## src/rtl/load_store_unit.sv

```systemverilog
// Load/store unit: byte/half/word accesses to a word-wide RAM, with sub-word
// stores done as read-modify-write and misaligned/out-of-range requests faulted.
module load_store_unit #(
  parameter int unsigned SIZE_WORDS = 64
) (
  input  logic        clock,
  input  logic        reset,
  input  logic        request_valid,
  output logic        request_ready,
  input  logic        request_write,
  input  logic [1:0]  request_size,
  input  logic        request_unsigned,
  input  logic [31:0] request_address,
  input  logic [31:0] request_data,
  output logic        response_valid,
  output logic        response_error,
  output logic [31:0] response_data,
  output logic [31:0] ram_address,
  output logic [31:0] ram_input_data,
  output logic        ram_should_write,
  input  logic [31:0] ram_output_data
);

  typedef enum logic [1:0] {IDLE, READ, WRITE, RESPOND} state_t;

  state_t      state_q;
  logic        write_q;
  logic [1:0]  size_q;
  logic        unsigned_q;
  logic [31:0] addr_q;
  logic [31:0] wdata_q;
  logic        resp_valid_q;
  logic        resp_error_q;
  logic [31:0] resp_data_q;
  logic [31:0] ram_wdata_q;
  logic        ram_we_q;

  logic        misaligned;
  logic        out_of_range;
  logic [4:0]  lane_shift;
  logic [31:0] shifted;
  logic [31:0] lane_mask;
  logic [31:0] load_value_d;
  logic [31:0] merged_d;

  assign misaligned   = ((request_size == 2'b01) && request_address[0]) ||
                        (request_size[1] && (request_address[1:0] != 2'b00));
  assign out_of_range = {2'b00, request_address[31:2]} >= SIZE_WORDS;

  // Halfwords are 2-byte aligned, so byte-granular shifting also selects them.
  assign lane_shift = {addr_q[1:0], 3'b000};
  assign shifted    = ram_output_data >> lane_shift;
  assign lane_mask  = (size_q == 2'b00) ? (32'h0000_00FF << lane_shift)
                                        : (32'h0000_FFFF << lane_shift);
  assign merged_d   = (ram_output_data & ~lane_mask) | ((wdata_q << lane_shift) & lane_mask);

  always_comb begin
    load_value_d = ram_output_data;
    case (size_q)
      2'b00:   load_value_d = unsigned_q ? {24'h0, shifted[7:0]}
                                         : {{24{shifted[7]}}, shifted[7:0]};
      2'b01:   load_value_d = unsigned_q ? {16'h0, shifted[15:0]}
                                         : {{16{shifted[15]}}, shifted[15:0]};
      default: load_value_d = ram_output_data;
    endcase
  end

  always_ff @(posedge clock or posedge reset) begin
    if (reset) begin
      state_q      <= IDLE;
      write_q      <= 1'b0;
      size_q       <= 2'b00;
      unsigned_q   <= 1'b0;
      addr_q       <= 32'h0;
      wdata_q      <= 32'h0;
      resp_valid_q <= 1'b0;
      resp_error_q <= 1'b0;
      resp_data_q  <= 32'h0;
      ram_wdata_q  <= 32'h0;
      ram_we_q     <= 1'b0;
    end else begin
      case (state_q)
        IDLE: begin
          resp_valid_q <= 1'b0;
          resp_error_q <= 1'b0;
          resp_data_q  <= 32'h0;
          if (request_valid) begin
            write_q    <= request_write;
            size_q     <= request_size;
            unsigned_q <= request_unsigned;
            addr_q     <= request_address;
            wdata_q    <= request_data;
            if (misaligned || out_of_range) begin
              resp_valid_q <= 1'b1;
              resp_error_q <= 1'b1;
              state_q      <= RESPOND;
            end else if (request_write && request_size[1]) begin
              ram_wdata_q <= request_data;
              ram_we_q    <= 1'b1;
              state_q     <= WRITE;
            end else begin
              state_q <= READ;
            end
          end
        end
        READ: begin
          if (write_q) begin
            ram_wdata_q <= merged_d;
            ram_we_q    <= 1'b1;
            state_q     <= WRITE;
          end else begin
            resp_data_q  <= load_value_d;
            resp_valid_q <= 1'b1;
            state_q      <= RESPOND;
          end
        end
        WRITE: begin
          ram_we_q     <= 1'b0;
          resp_valid_q <= 1'b1;
          state_q      <= RESPOND;
        end
        default: begin
          resp_valid_q <= 1'b0;
          resp_error_q <= 1'b0;
          resp_data_q  <= 32'h0;
          state_q      <= IDLE;
        end
      endcase
    end
  end

  assign request_ready    = (state_q == IDLE);
  assign response_valid   = resp_valid_q;
  assign response_error   = resp_error_q;
  assign response_data    = resp_data_q;
  assign ram_address      = {addr_q[31:2], 2'b00};
  assign ram_input_data   = ram_wdata_q;
  // Gate with reset so a reset raised mid-WRITE blocks the negedge commit.
  assign ram_should_write = ram_we_q & ~reset;

endmodule

```

## config.mk

```make
export PLATFORM = sky130hd
export DESIGN_NAME = load_store_unit
export DESIGN_NICKNAME = d
export VERILOG_FILES = /design/src/rtl/load_store_unit.sv
export SDC_FILE = /design/constraint.sdc
export NUM_CORES = 1
export LEC_CHECK = 0
export CORE_UTILIZATION = 47
export CTS_BUF_LIST = sky130_fd_sc_hd__clkbuf_16
export DETAILED_ROUTE_END_ITERATION = 16
export GPL_TIMING_DRIVEN = 1
export PLACE_DENSITY = 0.81
export SYNTH_ARGS = -nofsm -noshare
export SYNTH_HDL_FRONTEND = slang
export SYNTH_SLANG_ARGS = --single-unit
export TNS_END_PERCENT = 50
```

## constraint.sdc

```tcl
create_clock -name clock -period 5.1 [get_ports clock]
set_input_delay 0.765 -clock clock [delete_from_list [all_inputs] [get_ports clock]]
set_output_delay 0.765 -clock clock [all_outputs]
set_load 0.05 [all_outputs]
```

# ---- Word-level counts from Yosys, hierarchy flattened
# Index checks and enable logic that the tools add are counted.
dict set report totals {
  register_bits 137
  input_bits 103
  elab_cells 73
  output_inout_bits 100
}
dict set report op_classes {
  n_bitwise 7
  reduce_logical 15
  order_cmp 1
  shift 4
  n_mux 26
  eq_ne 9
}
# cell count
set op_table {}
lappend op_table {{$mux W32} 8}
lappend op_table {{$pmux W32 S2} 3}
lappend op_table {{$and A32 B32 Y32} 2}
lappend op_table {{$not A32 Y32} 1}
lappend op_table {{$or A32 B32 Y32} 1}
lappend op_table {{$shl A16 B5 Y32 const A} 1}
lappend op_table {{$shl A32 B5 Y32} 1}
lappend op_table {{$shl A8 B5 Y32 const A} 1}
lappend op_table {{$shr A32 B5 Y16} 1}
lappend op_table {{$ge A30 B7 Y1 const B} 1}
lappend op_table {{$reduce_and A5 Y1} 2}
lappend op_table {{$mux W1} 8}
lappend op_table {{$ne A2 B2 Y1 const B} 4}
lappend op_table {{$eq A2 B1 Y1 const B} 3}
lappend op_table {{$mux W2} 3}
lappend op_table {{$pmux W1 S3} 2}
lappend op_table {{$pmux W2 S3} 1}
lappend op_table {{$logic_not A2 Y1} 2}
lappend op_table {{$reduce_and A2 Y1} 2}
lappend op_table {{$reduce_bool A2 Y1} 2}
lappend op_table {{$logic_and A1 B1 Y1} 3}
lappend op_table {{$reduce_bool A3 Y1} 1}
lappend op_table {{$eq A2 B2 Y1 const B} 1}
lappend op_table {{$logic_or A1 B1 Y1} 2}
lappend op_table {{other kinds (5)} 6}

# ---- Depth between registers and ports, before layout
dict set report logic_depth {
  word_depth 7
  ltp_mapped 9
  depth_no_buf 7
}

# ---- Least setup slack after synthesis
# No wires, ideal clock.
dict set report synth_path {
  path_type {reg-to-reg}
  start {register state_q[0]}
  end {register ram_wdata_q[0] (netlist: ram_input_data[0])}
  setup_time_ns 0.128
  period_less_slack_ns 2.464
  required_time_ns 4.972
  setup_slack_ns 2.636
  path_buffers 1
  arrival_time_ns 2.336
  path_stages_with_launch 9
  cell_sequence {dfrtp_1 -> inv_1 -> ha_1 -> nand2b_1 -> nand2_1 -> nor3b_1 -> a21oi_1 -> buf_2 -> mux2_1}
}
dict set report synth_between {
  elab_chain_len 3
  elab_cells_between_ends 9
  cone_classes {eq/ne: 5; mux: 1; reduce/logical: 3}
}
# element line
set synth_rtl {}
lappend synth_rtl {{from (decl)} 26} ;# state_t state_q;
lappend synth_rtl {{from (signal assigned)} 70} ;# state_q <= IDLE;
lappend synth_rtl {{from (signal assigned)} 96} ;# state_q <= RESPOND;
lappend synth_rtl {{from (signal assigned)} 100} ;# state_q <= WRITE;
lappend synth_rtl {{$logic_not A2 Y1 (*)} --}
lappend synth_rtl {{via request_ready} 9} ;# output logic request_ready,
lappend synth_rtl {{$ne A2 B1 Y1 (no line), or another cell as far along} --}
lappend synth_rtl {{$reduce_and A5 Y1 (no line)} --}
lappend synth_rtl {{to (signal assigned)} 98} ;# ram_wdata_q <= request_data;
lappend synth_rtl {{to (signal assigned)} 108} ;# ram_wdata_q <= merged_d;
lappend synth_rtl {{to (decl)} 35} ;# logic [31:0] ram_wdata_q;
# The timed path passes the listed nets; every way through them passes the cells marked *.
# A chain may end at the register's enable or synchronous reset.

# ---- Worst setup path in the final report
dict set report layout_path {
  start {register state_q[1]}
  end {register ram_wdata_q[16] (netlist: ram_input_data[16])}
}
dict set report layout_between {
  elab_chain_len 3
  elab_cells_between_ends 9
  cone_classes {eq/ne: 5; mux: 1; reduce/logical: 3}
}
# element line
set layout_rtl {}
lappend layout_rtl {{$eq A2 B1 Y1 or $logic_not A2 Y1 (tied branches)} 82} ;# case (state_q)
lappend layout_rtl {{$ne A2 B2 Y1 (no line), or another cell as far along} --}
lappend layout_rtl {{$reduce_and A5 Y1 (no line)} --}
# Several ways; a longest one is shown, not always the timed one.

==> impl_metrics.toml <==
[run_status]
status = "complete, no violations"

[critical_path]
slowest_delay_ps = 920
end_kind = "register"
path_class = "reg -> reg"
worstPathArrival_ps = 3760
required_ps = 5400
path_max_fanout = 53
start_kind = "register"
cp_cell_sequence = "inv_1 > ha_2 > nand2b_1 > nand2_1 > nor2_1 > a21oi_4 > mux2_2"
slowest_stage = "ha_2"

[layout]
utilization_pct = 66.8
area_delta_synth_final_pct = 37.9
layout-drive-gt1-share_pct = 18.0
n_antenna_cell = 0
final_nets = 852

[detailed_routing]
wl_per_cell_um = 20.1
ant_nets = 0
via_per_inst = 5.66
drt_iter0_markers = 365
dr.pass1.iters = 5
routed_wl_mm = 18.7
vias = 5277
drc = 0

[cts]
holdBufCountCts = 0
clock_sink_count = 121
numCtsBuffers = 17
insertion_delay_ps = 420
cts_htree_levels = 4
clockBufferDepth = 2
cts_setup_buffers = 0
cts_root_buf = "clkbuf_16"
path_clk_slew_ps = 60
cts_tree = "yes"
cts_resized = 0

[timing]
worstMarginPinSlew_ps = 1190
setup_viol = 0
fmax_mhz = 289
post-route-min-period_ps = 3460
clock_skew_ps = 9.20
finalMaxSlewViolations = 0
rsz0062_at_grt = "no"
slew_headroom_pct = 20.4
finalCritPeriodShare_pct = 67.9
hold_viol = 0
setup_tns_ps = 0

[synth]
syn_inst = 591
avgSynthCellArea_sq_um = 10.9
ys_seq_elements = 121
synth.distinct_cells = 46
synth-main-ff-cell = "dfrtp_1"
synth_most_common_cell = "dfrtp_1"
synth_top_area_share_pct = 46.8
ys_warn_count = 0
synth_edf_count = 0
synth_common_cells = "121 x dfrtp_1, 95 x mux2_2, 42 x nand2_1, 32 x buf_4"
synth_top_area_cell = "dfrtp_1"
ys_seq_area_share_pct = 46.8
ys_async_sr_fraction_pct = 100
syn_area_sq_um = 6470
yosys-top-cells-area = "dfrtp_1 47%, mux2_2 17%, mux2i_1 4.6%"

[power]
power.total_mw = 7.10
p_per_area_nw_per_um2 = 796
ir_worst_vdd_v = 0.000361
p_leak_nw = 3.78

[die]
rows = 42
dieArea_sq_um = 14200
ios = 203
die-width_um = 119
start_util_pct = 48.5
coreArea_sq_um = 13300
die_h_um = 119

[placement]
port_buffers = 200
hpwlAfterDp_mm = 14.1
gp_congestion = 0.953

[job]
max_cap_violations = 0

[grt]
grt_max_degree = 56
grt_usage_pct = 27.5
antenna_found_initial = 0
grt_pass1_vias = 5454
grt_pass1_wl_mm = 29.6
gr-total-overflow = 0

[min_path]
hold_path_class = "reg -> reg"
## stage by stage
step,instances,cell area (sq um),setup slack [ps],hold WS [ps]
after floorplan,592,6470,1120,453
after global placement,901,8330,1820,456
after detailed placement,901,8330,1660,459
after CTS,933,8920,1630,471
after global routing,933,8920,1410,500
final,933,8920,1640,465
## per-layer routing
| layer | up-vias | track usage, % | routed length [um] |
|---|---|---|---|
| li1 | 2381 | - | - |
| met1 | 2595 | 34.1 | 7340 |
| met2 | 258 | 46.0 | 9520 |
| met3 | 43 | 6.66 | 1370 |
| met4 | 0 | 11.1 | 517 |
| met5 | - | 0 | 0 |
## power by group
group / switching, mW / leakage [nW] / internal [mW]
clock: 0.426 / 0.275 / 0.756
combinational: 2.51 / 2.02 / 1.57
sequential: 0.391 / 1.48 / 1.44
total: 3.33 / 3.78 / 3.77
## cell families after synthesis
group	share of synthesized area [%]
muxes	23.3
and+or+nand+nor	9.38
DFF	46.8
AOI/OAI and AO/OA	12.0
buffers and inverters	7.49
adders and majority gates	0.967
other	0.0580
## sequential cells by signal (all words and copies together), names as in the netlist
register	cells
addr_q	32
ram_input_data	32
ram_we_q	1
response_data	32
response_error	1
response_valid	1
size_q	2
state_q	2
unsigned_q	1
wdata_q	16
write_q	1
## critical path, delay by kind of cell (launching register included)
family | cells | cell delay [ps]
mux | 1 | 430
flops | 1 | 420
fa+ha+maj | 1 | 920
simple gates | 3 | 500
compound gates | 1 | 920
buf+inv | 1 | 130
## worst paths after layout
kind	startpoint	endpoint	cells after the start	slack [ps]
max	state_q[1]$_DFFE_PP0P_	ram_input_data[16]$_DFFE_PP0P_	7	1640
max in group asynchronous	reset	ram_input_data[21]$_DFFE_PP0P_	3	3400
max reg2reg	state_q[1]$_DFFE_PP0P_	ram_input_data[16]$_DFFE_PP0P_	7	1640
min in group asynchronous	reset	addr_q[25]$_DFFE_PP0P_	2	720
min reg2reg	response_data[5]$_DFFE_PP0P_	response_data[5]$_DFFE_PP0P_	2	460
min	response_data[5]$_DFFE_PP0P_	response_data[5]$_DFFE_PP0P_	2	460
## layout by cell type, fill, tap and decap left out, drive strengths merged, types with 17 or more instances in the layout
cell	count
clkdlybuf4s50	200
dfrtp	121
mux2	105
nand2	42
o21ai	31
mux2i	30
nand2b	27
nor2	25
inv	20
clkbuf	17
## layout make-up
type | instances | area (sq um)
Fill cell | 1029 | 4430
Sequential cell | 121 | 3030
Multi-Input combinational cell | 380 | 2980
Timing Repair Buffer | 204 | 2030
Clock buffer | 17 | 425
Tap cell | 176 | 220
Clock inverter | 15 | 159
Inverter | 20 | 77.6
Power figures use the tool's default switching activity.
